<file path="src/rtl/rr_reduction_arbiter.sv">
// Registered round-robin arbiter over NUM_CH reduction input FIFOs.
// Presents one granted channel index per valid/ready handshake and pops the granted FIFO on accept.
module rr_reduction_arbiter #(
  parameter int NUM_CH    = 7,
  parameter int IDX_W     = 3,
  parameter int BURST_MAX = 1
) (
  input  logic              clk,
  input  logic              rst_n,
  input  logic              clr,
  input  logic [NUM_CH-1:0] req,
  input  logic [NUM_CH-1:0] req_more,
  output logic              out_valid,
  input  logic              out_ready,
  output logic [IDX_W-1:0]  out_idx,
  output logic [NUM_CH-1:0] pop,
  output logic [IDX_W-1:0]  last_idx,
  output logic [IDX_W:0]    burst_cnt
);

  localparam logic [IDX_W-1:0] NONE = IDX_W'(NUM_CH);
  localparam logic [IDX_W:0]   BMAX = (IDX_W+1)'(BURST_MAX);

  typedef enum logic {S_IDLE, S_GRANT} state_e;

  state_e             state_q;
  logic [IDX_W-1:0]   out_idx_q;
  logic [IDX_W-1:0]   last_q;
  logic [IDX_W:0]     burst_q;

  logic               accept;
  logic [NUM_CH-1:0]  eff;
  logic [IDX_W-1:0]   ptr_d;
  logic [IDX_W:0]     burst_d;
  logic [IDX_W:0]     cnt_sel;
  logic [IDX_W-1:0]   srch_idx;
  logic [IDX_W-1:0]   sel_d;
  logic               found;
  int unsigned        cand;

  assign out_valid = (state_q == S_GRANT);
  assign out_idx   = out_idx_q;
  assign last_idx  = last_q;
  assign burst_cnt = burst_q;

  assign accept = out_valid & out_ready & ~clr;
  assign pop    = accept ? (NUM_CH'(1) << out_idx_q) : '0;
  assign eff    = req & ~(pop & ~req_more);

  always_comb begin
    burst_d = 1'b1;
    if (out_idx_q == last_q)
      burst_d = (burst_q >= BMAX) ? BMAX : burst_q + 1'b1;
  end

  // An accept this cycle moves the pointer, so the next selection already
  // searches from the channel just popped; this is what allows one grant per cycle.
  assign ptr_d   = accept ? out_idx_q : last_q;
  assign cnt_sel = accept ? burst_d : burst_q;

  always_comb begin
    found    = 1'b0;
    srch_idx = NONE;
    cand     = 0;
    for (int unsigned i = 0; i < NUM_CH; i++) begin
      if (ptr_d == NONE)
        cand = i;
      else
        cand = (32'(ptr_d) + 1 + i) % NUM_CH;
      if (!found && |(eff & (NUM_CH'(1) << cand))) begin
        found    = 1'b1;
        srch_idx = IDX_W'(cand);
      end
    end
  end

  always_comb begin
    sel_d = srch_idx;
    if (BURST_MAX > 1 && ptr_d != NONE && cnt_sel < BMAX
        && |(eff & (NUM_CH'(1) << ptr_d)))
      sel_d = ptr_d;
  end

  always_ff @(posedge clk or negedge rst_n) begin
    if (!rst_n) begin
      state_q   <= S_IDLE;
      out_idx_q <= NONE;
      last_q    <= NONE;
      burst_q   <= '0;
    end else if (clr) begin
      state_q   <= S_IDLE;
      out_idx_q <= NONE;
      last_q    <= NONE;
      burst_q   <= '0;
    end else begin
      case (state_q)
        S_IDLE: begin
          out_idx_q <= sel_d;
          state_q   <= (sel_d == NONE) ? S_IDLE : S_GRANT;
        end
        S_GRANT: begin
          if (out_ready) begin
            last_q    <= out_idx_q;
            burst_q   <= burst_d;
            out_idx_q <= sel_d;
            state_q   <= (sel_d == NONE) ? S_IDLE : S_GRANT;
          end
        end
        default: begin
          state_q   <= S_IDLE;
          out_idx_q <= NONE;
        end
      endcase
    end
  end

endmodule
</file>
<file path="config.mk">
export PLATFORM = sky130hd
export DESIGN_NAME = rr_reduction_arbiter
export DESIGN_NICKNAME = d
export VERILOG_FILES = /design/src/rtl/rr_reduction_arbiter.sv
export SDC_FILE = /design/constraint.sdc
export NUM_CORES = 1
export LEC_CHECK = 0
export ABC_AREA = 0
export CORE_MARGIN = 4
export CORE_UTILIZATION = 30
export CTS_CLUSTER_SIZE = 20
export DETAILED_ROUTE_END_ITERATION = 12
export GPL_ROUTABILITY_DRIVEN = 0
export MAX_ROUTING_LAYER = met4
export RECOVER_POWER = 25
export SYNTH_ARGS = -nofsm -noshare
export SYNTH_HDL_FRONTEND = slang
export SYNTH_SLANG_ARGS = --single-unit
</file>
<file path="constraint.sdc">
create_clock -name clk -period 12.6 [get_ports clk]
set_input_delay 2.52 -clock clk [delete_from_list [all_inputs] [get_ports clk]]
set_output_delay 2.52 -clock clk [all_outputs]
set_load 0.1 [all_outputs]
</file>
After elaboration in Yosys (flattened, before gate mapping)
Index checks and enable logic that the tools add are counted.

Add/sub/neg operators: 8. Divide/modulo/power cells: 7. Magnitude comparators: 1. Equality and inequality tests: 4. Shifts and indexed selects: 8. Multiplexer cells: 37. Bitwise logic cells: 15. Reductions and logical operators: 22.

Operators by type and width (count): $mod A32 B3 Y32 const B (7); $mux W32 (7); $shl A1 B32 Y7 const A (7); $add A32 B2 Y32 const B (2); $add A32 B3 Y32 const B (2); $and A7 B7 Y7 (9); $reduce_or A7 Y1 (7); $mux W3 (13); $add A32 B1 Y32 const B (1); $mux W4 (5); $not A7 Y7 (2); $mux W1 (9); $mux W7 (1); $shl A1 B3 Y7 const A (1); $eq A3 B3 Y1 const B (2); $logic_and A1 B1 Y1 (6); $logic_not A1 Y1 (6); $pmux W3 S2 (1); $add A4 B3 Y5 const B (1); $add A3 B1 Y4 const B (1); $add A4 B1 Y4 const B (1); $ge A4 B1 Y1 const B (1); $reduce_bool A2 Y1 (2); $eq A3 B3 Y1 (1); 5 further kinds (7).

Register bits after elaboration: 11. Bits of input ports: 18. Output and inout port bits: 18. Word-level logic and storage cells: 106.

Depth between registers and ports, before layout
Depth in word-level cells: 33. Depth in mapped cells: 27. Gate-level depth less buffers: 24.

Worst setup path after synthesis
OpenSTA, ideal clock, no wires.

Path kind: in2out. From: input port out_ready. To: output port pop[0]. Arrival time: 5902 ps. Setup slack: 4178 ps. Stages: 5. Cell sequence: buf_6 > nand3b_4 > buf_6 > buf_2 > nor4_1.

Word-level cells in the longest chain between the ends: 3.

RTL lines: start: declaration (line 14) `input logic out_ready,`; $and A1 B1 Y1 (2 in a row) (line 46) `assign accept = out_valid & out_ready & ~clr;`; $mux W7 (line 47) `assign pop = accept ? (NUM_CH'(1) << out_idx_q) : '0;`; end: declaration (line 16) `output logic [NUM_CH-1:0] pop,`.

Every way passes these cells.

Final worst setup path
From: input port clr. To: register out_idx_q[0], in the netlist out_idx[0].

Word-level cells in the longest chain between the ends: 31. Elaborated cells between the ends (all ways): 79.

RTL lines: start: declaration (line 10) `input logic clr,`; branches (longest 31 deep; another with $add A32 B1 Y32); end signal: assignment (line 98) `out_idx_q <= sel_d;`; end signal: assignment (line 105) `out_idx_q <= sel_d;`; end: declaration (line 27) `logic [IDX_W-1:0] out_idx_q;`.

Parallel ways; which one is timed is not known. The select of a mux whose other input is x is not followed. A chain may end at the register's enable or synchronous reset.

==> impl_metrics.tcl <==
set metrics [dict create \
    synth_top_area_share_pct 9.79 \
    min_delay_path_depth 1 \
    finalHoldViolations 0 \
    async_flop_share_pct 100 \
    rsz0062_at_grt "no" \
    drv_cap 0 \
    drv_slew 0 \
    root_buffer "clkbuf_16" \
    grt_usage_pct 17.8 \
    synth_fp_nets 550 \
    ff2ff_path_depth 22 \
    yosys-top-cells-area "ha_1 (9.8%), nand2_1 (5.3%), mux2i_1 (5.2%)" \
    post_cts_resized 0 \
    area_growth_pct 10.6 \
    start_util_pct 30.5 \
    min_from "burst_cnt[3]$_DFFE_PN0P_" \
    synth_area_per_cell_um2 7.65 \
    status "complete, no violations" \
    post-route-period-util_pct 80.6 \
    firstDrtPassIters 6 \
    ant_nets 0 \
    grt_pass1_vias 3907 \
    grt_pass1_wl_mm 20.8 \
    die_y_um 121 \
    cts.sinks 11 \
    setup_viol 0 \
    clock_skew_ns 0.00470 \
    wire_per_inst_um 19.2 \
    ys_seq_area_share_pct 7.38 \
    tightestPinTransition_ns 1.07 \
    htree_levels 1 \
    cts_buffers 3 \
    grt_max_degree 26 \
    die_w_um 121 \
    crit_arrival_ns 10.32 \
    synthTopCellsByCount "nand2_1 (54), nor2_1 (32), ha_1 (30)" \
    die_area_um2 14700 \
    synthCells 501 \
    drive_above_1_share_pct 11.1 \
    worstSkewPairLatency_ns 0.24 \
    worst_ep_required_time_ns 12.76 \
    yosysWarningCount 0 \
    r2r_slack_ns 4.86 \
    relSlewSlack_pct 27.4 \
    core_area_um2 12600 \
    yosys.area.top_type "ha_1" \
    route.detailed.drc 0 \
    crit-reg2reg-launch "out_idx[0]$_DFFE_PN1P_" \
    synth_most_common_cell "nand2_1" \
    grt_remaining_overflow 0 \
    worst_slack_ns 2.44 \
    ys_types 100 \
    cp-end-kind "flop" \
    r2r_end "out_idx[0]$_DFFE_PN1P_" \
    period_needed_ns 10.16 \
    diodes 0 \
    post-cts-setup-buffer-count 0 \
    wirelength_mm 13.2 \
    setup_tns_ns 0 \
    path_max_fanout 25 \
    clk_path_buf_depth 2 \
    path_class "input port to flop" \
    dp_hpwl_mm 9.83 \
    drt-initial-drc-count 441 \
    postCtsHoldBufs 0 \
    max_freq_mhz 98.4 \
    antenna_found_initial 0 \
    ios 36 \
    synth_top_flop_cell "dfstp_2" \
    finish.net_count 563 \
    port_buffers 35 \
    hold_path_end "burst_cnt[3]$_DFFE_PN0P_" \
    cp-start-kind "input port" \
    syn_area_um2 3830 \
    routed-via-count 4239 \
    viasPerCell 6.19 \
    ys_ff_latch 11 \
    synth_edf_count 0 \
    pre_cts_ws_ns 2.36 \
    rows 41 \
    hp-class "flop to flop" \
    cts_tree "yes" \
    hold_slack_ns 0.552 \
    clk_pin_slew_ns 0.05 \
]
-- routing by layer --
metal	vias to the layer above	routed length [um]	GRT usage (%)
li1	1969	-	-
met1	2014	5970	24.3
met2	223	5900	28.0
met3	33	976	2.66
met4	0	328	3.97
met5	-	0	-
-- logic make-up (layout without fill, tap and decap cells) --
kind of cell / count (synthesis) / after routing / share of synthesized area (%)
buffers and inverters: 53 / 65 / 9.20
AOI/OAI and AO/OA: 172 / 172 / 35.1
and+or+nand+nor: 195 / 195 / 27.6
adders and majority gates: 31 / 31 / 10.3
muxes: 28 / 28 / 7.87
xor gates and xnor gates: 11 / 11 / 2.51
DFF: 11 / 11 / 7.38
-- stage by stage --
stage                     utilization [%]  area [um2]  cells
after global routing                 33.7        4240    685
after CTS                            33.7        4240    685
after floorplan                         -        3830    501
final                                33.7        4240    685
after detailed placement             33.1        4160    681
after global placement               33.1        4160    681
-- worst max path at each step --
| stage | start | endpoint | slack (ns) | cells past startpoint |
|---|---|---|---|---|
| 6_report | clr | out_idx[0]$_DFFE_PN1P_ | 2.44 | 23 |
| 3_3_place_gp | clr | out_idx[0]$_DFFE_PN1P_ | 2.70 | 23 |
| 2_1_floorplan | out_ready | pop[0] | 4.18 | 5 |
| 5_1_grt | clr | out_valid$_DFF_PN0_ | 1.64 | 23 |
| 3_5_place_dp | clr | out_valid$_DFF_PN0_ | 2.36 | 23 |
| 4_1_cts | clr | out_valid$_DFF_PN0_ | 2.59 | 23 |
-- area by class of cell --
cell class	count	area, um2
tap	172	215
multi-input combinational	437	3200
clock inverter	1	5.00
fill	1335	8330
sequential	11	283
inverter	22	82.6
timing repair buffer	39	380
clock buffer	3	75.1
-- state kept, by name (all words and copies together) (netlist names) --
register / flops
burst_cnt: 4
last_idx: 3
out_idx: 3
out_valid: 1
-- worst max-delay path, stage by stage --
cell	delay, ns
clkdlybuf4s50_1	0.78
nand3b_4	0.43
a21o_1	0.50
ha_1	0.31
inv_1	0.09
ha_1	0.77
clkinv_1	0.53
ha_1	0.43
nand2_1	0.14
xnor2_1	0.16
ha_1	0.25
fa_1	0.21
o2111ai_1	0.13
a2111oi_0	0.62
a221oi_1	0.21
a221oi_2	0.56
mux2i_1	0.27
mux2i_1	0.13
nor4b_1	0.42
a31o_2	0.19
a221oi_1	0.08
o311a_1	0.16
o41a_1	0.40
-- layout by cell type, fill, tap and decap left out, types with 5 or more instances in the layout --
master / Yosys / layout
or3_1: 7 / 7
a211o_1: 6 / 6
nand2_1: 54 / 54
ha_1: 30 / 30
nand3_1: 16 / 16
mux2_2: 7 / 7
nor2_1: 32 / 32
dfrtp_1: 5 / 5
nor3_1: 22 / 22
xnor2_1: 11 / 11
nor2b_1: 9 / 9
a221oi_1: 7 / 7
inv_1: 18 / 18
o21ai_0: 21 / 21
o41ai_1: 5 / 5
a22oi_1: 6 / 6
nand2b_1: 5 / 5
mux2i_1: 20 / 20
a211oi_1: 6 / 6
o21a_1: 5 / 5
a21oi_1: 21 / 21
nand4_1: 7 / 7
clkdlybuf4s50_1: 0 / 34
o22ai_1: 5 / 5
a31oi_1: 7 / 7
a21o_1: 9 / 9
dfstp_2: 6 / 6
and3_1: 6 / 6
o211ai_1: 9 / 9
Power is not shown: default switching activity piles up to over one toggle a cycle in this logic, so the estimate is an artifact.
